[config.mk]
export PLATFORM = sky130hd
export DESIGN_NAME = uart_tx_arb
export DESIGN_NICKNAME = d
export VERILOG_FILES = /design/src/rtl/uart_tx_arb.sv
export SDC_FILE = /design/constraint.sdc
export NUM_CORES = 1
export LEC_CHECK = 0
export ABC_AREA = 0
export BUFFER_PORTS_ARGS = -buffer_cell sky130_fd_sc_hd__buf_2
export CELL_PAD_IN_SITES_DETAIL_PLACEMENT = 0
export CELL_PAD_IN_SITES_GLOBAL_PLACEMENT = 2
export CORE_ASPECT_RATIO = 0.9
export CORE_MARGIN = 3
export CORE_UTILIZATION = 37
export DETAILED_ROUTE_END_ITERATION = 10
export PLACE_DENSITY = 0.91
export SLEW_MARGIN = 20
export SYNTH_ARGS = -nofsm -noshare
export SYNTH_HDL_FRONTEND = slang
export SYNTH_SLANG_ARGS = --single-unit
[constraint.sdc]
create_clock -name clk_i -period 7.5 [get_ports clk_i]
set_clock_uncertainty 0.15 [all_clocks]
set_input_delay 0 -clock clk_i [delete_from_list [all_inputs] [get_ports clk_i]]
set_output_delay 0 -clock clk_i [all_outputs]
set_load 0.02 [all_outputs]
[src/rtl/uart_tx_arb.sv]
// Round-robin, packet-aware arbiter sharing one UART transmitter between
// NUM_REQ byte-stream requesters; drives the TX core start/data and tracks its busy flag.
module uart_tx_arb #(
    parameter int unsigned NUM_REQ     = 4,
    parameter int unsigned MAX_BURST   = 16,
    parameter int unsigned HOLD_CYCLES = 255
) (
    input  logic                   clk_i,
    input  logic                   rstn_i,
    input  logic [8*NUM_REQ-1:0]   req_data_i,
    input  logic [NUM_REQ-1:0]     req_valid_i,
    input  logic [NUM_REQ-1:0]     req_last_i,
    output logic [NUM_REQ-1:0]     req_ready_o,
    output logic [NUM_REQ-1:0]     grant_o,
    output logic [7:0]             tx_data_o,
    output logic                   tx_start_o,
    input  logic                   tx_busy_i,
    output logic                   busy_o
);

    localparam int unsigned PTR_W   = (NUM_REQ > 1) ? $clog2(NUM_REQ) : 1;
    localparam int unsigned CAND_W  = PTR_W + 1;
    localparam int unsigned BURST_W = 8;
    localparam int unsigned HOLD_W  = 16;

    typedef enum logic [2:0] {
        S_IDLE      = 3'd0,
        S_LOAD      = 3'd1,
        S_START     = 3'd2,
        S_WAIT_DONE = 3'd3,
        S_HOLD      = 3'd4
    } state_t;

    state_t               state, state_n;
    logic [PTR_W-1:0]     rr_ptr, rr_ptr_n;
    logic [PTR_W-1:0]     gnt_idx, gnt_idx_n;
    logic [NUM_REQ-1:0]   grant_n;
    logic [BURST_W-1:0]   burst_cnt, burst_n;
    logic [HOLD_W-1:0]    hold_cnt, hold_n, hold_inc;
    logic                 last_r, last_n;
    logic                 busy_seen, busy_seen_n;
    logic [7:0]           data_n;
    logic                 release_c;

    logic                 win_found;
    logic [PTR_W-1:0]     win_idx;
    logic [CAND_W-1:0]    cand;

    // Round-robin search starting just after the last released owner
    always_comb begin
        win_found = 1'b0;
        win_idx   = '0;
        cand      = '0;
        for (int unsigned i = 1; i <= NUM_REQ; i++) begin
            cand = CAND_W'(rr_ptr) + CAND_W'(i);
            if (cand >= CAND_W'(NUM_REQ)) begin
                cand = cand - CAND_W'(NUM_REQ);
            end
            if (!win_found && req_valid_i[cand[PTR_W-1:0]]) begin
                win_found = 1'b1;
                win_idx   = cand[PTR_W-1:0];
            end
        end
    end

    always_ff @(posedge clk_i or negedge rstn_i) begin
        if (!rstn_i) begin
            state <= S_IDLE;
        end else begin
            state <= state_n;
        end
    end

    // Next-state and next-value logic; release returns the grant and moves the pointer
    always_comb begin
        state_n     = state;
        rr_ptr_n    = rr_ptr;
        gnt_idx_n   = gnt_idx;
        grant_n     = grant_o;
        burst_n     = burst_cnt;
        hold_n      = hold_cnt;
        last_n      = last_r;
        busy_seen_n = busy_seen;
        data_n      = tx_data_o;
        release_c   = 1'b0;
        hold_inc    = hold_cnt + HOLD_W'(1);

        case (state)
            S_IDLE: begin
                if (win_found) begin
                    gnt_idx_n = win_idx;
                    grant_n   = NUM_REQ'(1) << win_idx;
                    state_n   = S_LOAD;
                end
            end
            S_LOAD: begin
                data_n  = req_data_i[{gnt_idx, 3'b000} +: 8];
                last_n  = req_last_i[gnt_idx];
                burst_n = burst_cnt + BURST_W'(1);
                state_n = S_START;
            end
            S_START: begin
                busy_seen_n = 1'b0;
                state_n     = S_WAIT_DONE;
            end
            S_WAIT_DONE: begin
                if (tx_busy_i) begin
                    busy_seen_n = 1'b1;
                end else if (busy_seen) begin
                    if (last_r || (burst_cnt == BURST_W'(MAX_BURST))) begin
                        release_c = 1'b1;
                    end else begin
                        hold_n  = '0;
                        state_n = S_HOLD;
                    end
                end
            end
            S_HOLD: begin
                if (req_valid_i[gnt_idx]) begin
                    state_n = S_LOAD;
                end else if (hold_inc == HOLD_W'(HOLD_CYCLES)) begin
                    release_c = 1'b1;
                end else begin
                    hold_n = hold_inc;
                end
            end
            default: begin
                state_n = S_IDLE;
            end
        endcase

        if (release_c) begin
            rr_ptr_n = gnt_idx;
            grant_n  = '0;
            burst_n  = '0;
            state_n  = S_IDLE;
        end
    end

    // Datapath and registered outputs, derived from the next state
    always_ff @(posedge clk_i or negedge rstn_i) begin
        if (!rstn_i) begin
            rr_ptr      <= PTR_W'(NUM_REQ - 1);
            gnt_idx     <= '0;
            burst_cnt   <= '0;
            hold_cnt    <= '0;
            last_r      <= 1'b0;
            busy_seen   <= 1'b0;
            grant_o     <= '0;
            req_ready_o <= '0;
            tx_data_o   <= 8'h00;
            tx_start_o  <= 1'b0;
            busy_o      <= 1'b0;
        end else begin
            rr_ptr      <= rr_ptr_n;
            gnt_idx     <= gnt_idx_n;
            burst_cnt   <= burst_n;
            hold_cnt    <= hold_n;
            last_r      <= last_n;
            busy_seen   <= busy_seen_n;
            grant_o     <= grant_n;
            req_ready_o <= (state_n == S_LOAD) ? grant_n : '0;
            tx_data_o   <= data_n;
            tx_start_o  <= (state_n == S_START);
            busy_o      <= (state_n != S_IDLE);
        end
    end

endmodule

Word-level counts from Yosys, hierarchy flattened:

Cells that the tools add are included.

* register bits: 51
* bits in latches: 0
* bits in writable memories: 0
* bits in read-only memories: 0
* bits of input ports: 43
* output and inout bits: 18
* logic and storage cells: 113
* memories kept: 0

* add/subtract/negate cells: 10
* multipliers: 0
* div/mod/pow operators: 0
* magnitude comparators: 9
* equality and inequality tests: 14
* shift operators: 2
* mux-type cells: 51
* bitwise gates (word level): 0
* reduce and logical (&&, ||, !) cells: 15

Operator list (count)
* 16-bit 2-to-1 mux: 5
* 16-bit one-hot mux with 2 select lines: 1
* 32-bit by 6-bit indexed part select with 8-bit output: 1
* 3-bit 2-to-1 mux: 6
* 16-bit by 1-bit adder with 16-bit output, second input constant: 1
* 16-bit by 8-bit equality test with 1-bit output, second input constant: 1
* 1-bit 2-to-1 mux: 16
* 2-bit 2-to-1 mux: 8
* 4-bit 2-to-1 mux: 4
* 8-bit 2-to-1 mux: 2
* 2-bit by 3-bit less-than comparator with 1-bit output, second input constant: 5
* 3-bit one-hot mux with 5 select lines: 1
* 1-bit binary-select mux with 2-bit select: 6
* 3-bit greater-or-equal comparator, second input constant: 4
* 2-bit != test, second input constant: 6
* 3-bit by 2-bit equality test with 1-bit output, second input constant: 3
* 8-bit by 1-bit adder with 8-bit output, second input constant: 1
* 8-bit by 5-bit equality test with 1-bit output, second input constant: 1
* 2-bit by 1-bit subtractor with 2-bit output, second input constant: 4
* 2-bit by 2-bit adder with 3-bit output, second input constant: 2
* 3-bit by 1-bit equality test with 1-bit output, second input constant: 2
* 6-bit AND reduction: 1
* 2-bit nonzero test: 3
* 1-bit one-hot mux with 2 select lines: 2
* other kinds (10): 15

Logic depth before layout (Yosys ltp):

Gate-level depths: netlist of the first run.

* depth after elaboration: 20
* mapped depth: 9
* gate-level depth less buffers: 8

Least setup slack after synthesis of the first run:

OpenSTA, ideal clock, no wires.

* path kind: register to register
* from: reg hold_cnt[0]
* to: reg rr_ptr[0]
* setup time: 82 ps
* arrival time: 2306 ps
* data required time: 7268 ps
* setup slack: 4962 ps
* stages on the path, launching flop included: 9
* buffers on the path: 0
* period minus slack after synthesis: 2538 ps
* cells stage by stage: dfrtp_1 ha_1 nand3_2 or3_4 a2111oi_4 nand3b_2 nor3_4 a21o_4 mux2_4

* cells in the longest elaborated chain, start to end: 5

Ends and longest elaborated chain
* from (decl): RTL line 39 `logic [HOLD_W-1:0] hold_cnt, hold_n, hold_inc;`
* from (signal assigned): RTL line 158 `hold_cnt <= hold_n;`
* 16-bit by 1-bit adder with 16-bit output: RTL line 86 `hold_inc = hold_cnt + HOLD_W'(1);`
* 16-bit by 8-bit equality test with 1-bit output: RTL line 121 `end else if (hold_inc == HOLD_W'(HOLD_CYCLES)) begin`
* 1-bit 2-to-1 mux: RTL line 121
* 1-bit 2-to-1 mux: RTL line 119 `if (req_valid_i[gnt_idx]) begin`
* 1-bit one-hot mux with 2 select lines: RTL line 88 `case (state)`
* to (signal assigned): RTL line 143 `rr_ptr <= PTR_W'(NUM_REQ - 1);`
* to (signal assigned): RTL line 155 `rr_ptr <= rr_ptr_n;`
* to (decl): RTL line 35 `logic [PTR_W-1:0] rr_ptr, rr_ptr_n;`

No other way between the ends.
A chain may end at the register's enable or synchronous reset.

Final worst setup path of the first run:

* from: reg gnt_idx[1]
* to: reg hold_cnt[8]

* cells in the longest elaborated chain, start to end: 4

Ends and longest elaborated chain
* from (decl): RTL line 36 `logic [PTR_W-1:0] gnt_idx, gnt_idx_n;`
* from (signal assigned): RTL line 156 `gnt_idx <= gnt_idx_n;`
* 1-bit binary-select mux with 2-bit select: RTL line 119
* 1-bit 2-to-1 mux (not written as such): RTL line 119
* 2-bit != test (no line)
* 6-bit AND reduction (no line)

No other way between the ends. The select of a mux whose other input is x is not followed.

==> results.sh, run 1 <==
export IMPL_cts_clk_slew_worst_paths_ns=0.10
export IMPL_io_buffers=60
export IMPL_synth_edf_count=0
export IMPL_finalHoldViolations=0
export IMPL_cp_depth=5
export IMPL_setup_tns_ns=0
export IMPL_synth_area_per_cell_sq_um=10.3
export IMPL_synthCells=279
export IMPL_path_class="register to register"
export IMPL_p_int_w=0.000688
export IMPL_synth_seq_cells=51
export IMPL_critPathRequiredTime_ns=7.54
export IMPL_synth_flop_cell="dfrtp_1"
export IMPL_clock_path_buffers=2
export IMPL_cts_buffers=5
export IMPL_setup_violations=0
export IMPL_whs_path_depth=3
export IMPL_path_buf_inv=0
export IMPL_numClockSinks=51
export IMPL_crit_path_cell_trace="mux4_2 > nor2_1 > a21oi_1 > o21ai_0 > o41ai_1"
export IMPL_crit_arrival_ns=3.07
export IMPL_die_area_sq_um=8860
export IMPL_netlist_area_sq_um=2870
export IMPL_clk_latency_ns=0.31
export IMPL_antenna_found_initial=0
export IMPL_seqPwrFrac=0.433
export IMPL_hold_path_class="input pin to register"
export IMPL_grt_pass1_wl_mm=11.4
export IMPL_drt_iter0_drc=85
export IMPL_cap_violations=0
export IMPL_max_freq_mhz=330
export IMPL_ys_warn_count=0
export IMPL_p_leak_nw=1.54
export IMPL_max_stage_delay_ns=0.73
export IMPL_drcViolationCount=0
export IMPL_dpl_hpwl_mm=4.59
export IMPL_firstDrtPassIters=4
export IMPL_ff2ff_path_depth=5
export IMPL_rows=29
export IMPL_cts_htree_levels=2
export IMPL_start_util=0.394
export IMPL_viasPerCell=5.30
export IMPL_gr_usage_all_layers=0.158
export IMPL_vias=2363
export IMPL_async_reset_ff_frac=1.00
export IMPL_status="completed"
export IMPL_ir_worst_vdd_mv=0.117
export IMPL_syn_nets=326
export IMPL_grt_setup_unrepaired="false"
export IMPL_startpoint_type="register"
export IMPL_drive_gt1_frac=0.297
export IMPL_io_pins=61
export IMPL_wl_per_cell_microns=14.5
export IMPL_placed_area_sq_um=3230
export IMPL_die_h_microns=89.6
export IMPL_period_share=0.404
export IMPL_post_cts_buffers=0
export IMPL_nets=400
export IMPL_routed_wirelength_mm=6.45
export IMPL_crit_family="compound AO/OA/AOI/OAI gates"
export IMPL_finalCriticalPeriod_ns=3.03
export IMPL_total_power_w=0.00109
export IMPL_crit_path_end_kind="register"
export IMPL_worst_pin_slew_ns=0.907
export IMPL_fin_area_sq_um=3530
export IMPL_p_per_area_nw_per_um2=309
export IMPL_cts_tree="yes"
export IMPL_die_w_microns=98.9
export IMPL_synth_cell_types=51
export IMPL_worstPathMaxFanout=12
export IMPL_synth_seq_area_share=0.445
export IMPL_ant_nets=0
export IMPL_maxSlewViolCount=0
export IMPL_grt_ovfl_total=0
export IMPL_max_slew_margin=0.393
export IMPL_p_comb_frac=0.392
export IMPL_num_antenna_cells=0
export IMPL_grt_max_degree=52
export IMPL_syn2layout_area_growth_pct=22.8
export IMPL_place_congestion=0.764
export IMPL_core_sq_um=7290
export IMPL_switching_power_w=0.000403
export IMPL_switching_share=0.369
export IMPL_cts_root_buf="clkbuf_8"
export IMPL_cp_slowest_cell="nor2_1"
export IMPL_clkPwrFrac=0.175
export IMPL_grt_pass1_vias=2373
## metal layers
layer,GRT usage,share of wire,up-vias
met5,0,0,-
met4,0.0583,0.018,0
met3,0.0309,0.035,11
met2,0.270,0.48,40
met1,0.204,0.46,1142
li1,-,-,1170
## repair_timing
action / CTS / global route
hold buffers: 19 / 0
resized for setup: 0 / 0
hold endpoints to repair: 62 / 0
endpoints found under the setup margin: 0 / 0
## sequential cells by signal, summed over array words and instances (netlist names)
register	flops
gnt_idx	2
tx_data_o	8
burst_cnt	8
tx_start_o	1
rr_ptr	2
busy_seen	1
last_r	1
state	3
busy_o	1
grant_o	4
hold_cnt	16
req_ready_o	4
## placed cells by master, fill, tap and decap left out, drive strengths merged, types with 3 or more instances in the layout
master	n
buf	62
dfrtp	49
nor2	33
o21ai	25
nand2	19
dlygate4sd3	19
nand3	18
a21oi	12
mux2	11
mux4	10
inv	8
nand4	7
xor2	7
nor3	7
a31oi	5
and3	5
clkbuf	5
o31ai	5
ha	4
mux2i	3
xnor2	3
and2	3
and4	3
or3	3
## stage by stage
| step | hold slack (ns) | setup slack [ns] | cells | util |
|---|---|---|---|---|
| 2_1_floorplan | -0.446 | 4.96 | 279 | - |
| 3_3_place_gp | 0.0144 | 4.50 | 420 | 0.443 |
| 3_5_place_dp | 0.0157 | 4.40 | 420 | 0.443 |
| 4_1_cts | 0.000835 | 4.41 | 446 | 0.484 |
| 5_1_grt | 0.00706 | 4.23 | 446 | 0.484 |
| 6_report | 0.00224 | 4.47 | 446 | 0.484 |
## power by group through the flow
stage               logic, W  registers [W]  clock network (W)
floorplan           0.000279       0.000481                  0
finish              0.000427       0.000473           0.000191
detailed placement  0.000397       0.000480                  0
global placement    0.000392       0.000477                  0
global route        0.000476       0.000494           0.000208
CTS                 0.000432       0.000475           0.000198
## cell usage after synthesis (all sizes together) (2+ instances only)
master,n,area share
dfrtp,49,0.43
nor2,33,0.043
o21ai,25,0.044
nand2,19,0.025
nand3,18,0.033
a21oi,12,0.021
mux2,11,0.046
mux4,10,0.078
clkbuf,8,0.010
inv,8,0.010
nand4,7,0.015
nor3,7,0.018
xor2,7,0.021
buf,6,0.015
a31oi,5,0.011
and3,5,0.011
o31ai,5,0.018
ha,4,0.017
and2,3,0.0065
and4,3,0.0091
mux2i,3,0.010
or3,3,0.0083
xnor2,3,0.0091
a211oi,2,0.0052
dfstp,2,0.018
nor3b,2,0.0070
nor4,2,0.0044
o211ai,2,0.0052
o41ai,2,0.0061
or2,2,0.0044
## logic make-up (layout without fill, tap and decap cells)
group,count (synthesis),count (layout),synth area share
AOI/OAI and AO/OA,60,60,0.139
xor gates and xnor gates,10,10,0.0305
adders and majority gates,4,4,0.0174
buffers and inverters,22,96,0.0357
DFF,51,51,0.445
muxes,24,24,0.135
and+or+nand+nor,108,108,0.198
## layout make-up
type,instances,area (sq um)
tap,93,116
clock inverter,2,37.5
multi-input combinational,206,1490
sequential,51,1280
timing repair buffer,81,505
fill,701,3760
inverter,8,30.0
clock buffer,5,68.8
## worst paths after layout
path	from	end	slack [ns]
worst max-delay path	gnt_idx[1]	hold_cnt[8]	4.47
worst min-delay path	req_data_i[30]	tx_data_o[6]	0.002
worst max register to register	gnt_idx[1]	hold_cnt[8]	4.47
worst min register to register	tx_data_o[2]	tx_data_o[2]	0.36
max in group asynchronous	rstn_i	busy_seen	6.58
min in group asynchronous	rstn_i	hold_cnt[7]	0.18
## worst min-delay path, stage by stage
cell,delay (ns)
buf_2,0.07
mux4_2,0.22
mux2_2,0.14
Power figures use the tool's default switching activity.
==> run 2: changes to the inputs <==
--- a/config.mk
+++ b/config.mk
@@ -11,9 +11,9 @@
 export CELL_PAD_IN_SITES_GLOBAL_PLACEMENT = 2
 export CORE_ASPECT_RATIO = 0.9
 export CORE_MARGIN = 3
-export CORE_UTILIZATION = 37
+export CORE_UTILIZATION = 34
 export DETAILED_ROUTE_END_ITERATION = 10
-export PLACE_DENSITY = 0.91
+export PLACE_DENSITY = 0.85
 export SLEW_MARGIN = 20
 export SYNTH_ARGS = -nofsm -noshare
 export SYNTH_HDL_FRONTEND = slang
==> constraint.sdc (replaced) <==
create_clock -name clk_i -period 3 [get_ports clk_i]
set_clock_uncertainty 0.15 [all_clocks]
set_input_delay 0 -clock clk_i [delete_from_list [all_inputs] [get_ports clk_i]]
set_output_delay 0 -clock clk_i [all_outputs]
set_load 0.02 [all_outputs]
==> run 2 against run 1 <==
First-iteration DRC count down 19%. Hold slack improved by 0.051 ns. Clock power is 130% higher. Clock-buffer cell count did not move. Flip-flop and latch count stayed put. Critical path type unchanged. Die area up 8.2%. Cell area rose by 1.0%. Critical endpoint is now rr_ptr[0]. Maximum frequency increased by 9.1%. Setup slack lost 4.2 ns. Global-route usage barely moved.
==> results.sh, run 2 (synthesized netlist as in run 1, its figures left out) <==
export IMPL_status="completed"
export IMPL_cap_violations=0
export IMPL_clk_latency_ns=0.32
export IMPL_vias=2433
export IMPL_ir_worst_vdd_mv=0.417
export IMPL_num_antenna_cells=0
export IMPL_drcViolationCount=0
export IMPL_largest_reg_flops=16
export IMPL_rows=31
export IMPL_place_congestion=0.842
export IMPL_cp_slowest_cell="dfrtp_1"
export IMPL_cts_clk_slew_worst_paths_ns=0.11
export IMPL_start_util=0.353
export IMPL_final_cell_mix="buf_2 (60), dfrtp_1 (49), nor2_1 (33)"
export IMPL_p_per_area_nw_per_um2=767
export IMPL_cts_tree="yes"
export IMPL_total_power_w=0.00273
export IMPL_worst_pin_slew_ns=0.961
export IMPL_nets=405
export IMPL_viasPerCell=5.31
export IMPL_drt_iter0_drc=69
export IMPL_worstPathMaxFanout=7
export IMPL_max_freq_mhz=360
export IMPL_rr_startpoint="hold_cnt[1]"
export IMPL_hold_path_class="input pin to async pin"
export IMPL_syn2layout_area_growth_pct=24.1
export IMPL_cts_root_buf="clkbuf_8"
export IMPL_critPathRequiredTime_ns=3.11
export IMPL_post_cts_buffers=0
export IMPL_die_area_sq_um=9590
export IMPL_io_buffers=60
export IMPL_ff2ff_path_depth=8
export IMPL_path_buf_inv=0
export IMPL_antenna_found_initial=0
export IMPL_crit_family="simple AND/OR/NAND/NOR gates"
export IMPL_grt_ovfl_total=0
export IMPL_dpl_hpwl_mm=4.91
export IMPL_core_sq_um=8150
export IMPL_finalHoldViolations=0
export IMPL_setup_violations=0
export IMPL_worst_r2r_endpoint="rr_ptr[0]"
export IMPL_crit_path_end_kind="register"
export IMPL_die_w_microns=103
export IMPL_gr_usage_all_layers=0.158
export IMPL_max_stage_delay_ns=0.45
export IMPL_numClockSinks=51
export IMPL_grt_setup_unrepaired="false"
export IMPL_path_class="register to register"
export IMPL_layout_commonest_cell="buf_2"
export IMPL_grt_pass1_wl_mm=12.0
export IMPL_rrSetupSlack_ns=0.22
export IMPL_cts_resized=0
export IMPL_drive_gt1_frac=0.306
export IMPL_firstDrtPassIters=4
export IMPL_ant_nets=0
export IMPL_max_slew_margin=0.359
export IMPL_io_pins=61
export IMPL_p_leak_nw=1.56
export IMPL_grt_pass1_vias=2450
export IMPL_utilization=0.438
export IMPL_crit_path_cell_trace="ha_1 > nand3_2 > or3_4 > a2111oi_4 > nand3b_2 > nor3_4 > a21o_4 > mux2_4"
export IMPL_regMostFlops="hold_cnt"
export IMPL_largestRegisters="hold_cnt: 16 flops, burst_cnt: 8 flops, tx_data_o: 8 flops"
export IMPL_period_share=0.926
export IMPL_grt_max_degree=29
export IMPL_whs_ns=0.0534
export IMPL_cts_buffers=5
export IMPL_wl_per_cell_microns=15.2
export IMPL_setup_tns_ns=0
export IMPL_die_h_microns=93.2
export IMPL_startpoint_type="register"
export IMPL_crit_arrival_ns=2.89
export IMPL_maxSlewViolCount=0
export IMPL_cts_htree_levels=2
export IMPL_finalCriticalPeriod_ns=2.78
export IMPL_routed_wirelength_mm=6.98
export IMPL_clock_path_buffers=2
export IMPL_fill_cells=785
run 2: cell count changes in the layout (fill, tap and decap cells not counted), sizes merged:
cell / delta
buf: +4
inv: +2
bufinv: -1
clkinv: +1
clkinvlp: -1
dlygate4sd3: +1
run 2: cell type report:
class | count | area, sq um | area share
multi-input cells | 206 | 1490 | 0.418
flip-flops and latches | 51 | 1280 | 0.359
repair buffers | 86 | 546 | 0.153
well taps | 99 | 124 | 0.0347
clock buffers | 5 | 68.8 | 0.0193
inverters | 8 | 30.0 | 0.00842
clock inverters | 3 | 26.3 | 0.00737
run 2: worst max path at each step:
stage | start | endpoint | depth (start not counted)
finish | hold_cnt[1] | rr_ptr[0] | 8
global route | hold_cnt[1] | burst_cnt[4] | 9
CTS | hold_cnt[1] | rr_ptr[0] | 8
detailed placement | hold_cnt[0] | rr_ptr[0] | 8
global placement | hold_cnt[0] | rr_ptr[1] | 8
floorplan | hold_cnt[0] | rr_ptr[0] | 8
run 2: routing by layer:
layer,share of wire,global-route usage
met1,0.47,0.210
met2,0.48,0.259
met3,0.023,0.0306
met4,0.020,0.0529
met5,0,0
run 2: what timing repair did:
action	in CTS	in global routing
setup endpoints to repair	0	0
hold buffers	20	0
hold endpoints to repair	36	0
run 2: metrics by stage:
step                      setup WS, ns  cell area, sq um  instances
after floorplan                  0.462              2870        279
after global placement           0.294              3270        430
after detailed placement         0.219              3270        430
after CTS                        0.205              3560        458
after global routing            0.0523              3560        458
final                            0.221              3560        458
run 2: report_power, final:
group          switching [W]  internal, W
logic               0.000584     0.000577
clock network       0.000264     0.000172
registers           0.000208     0.000928
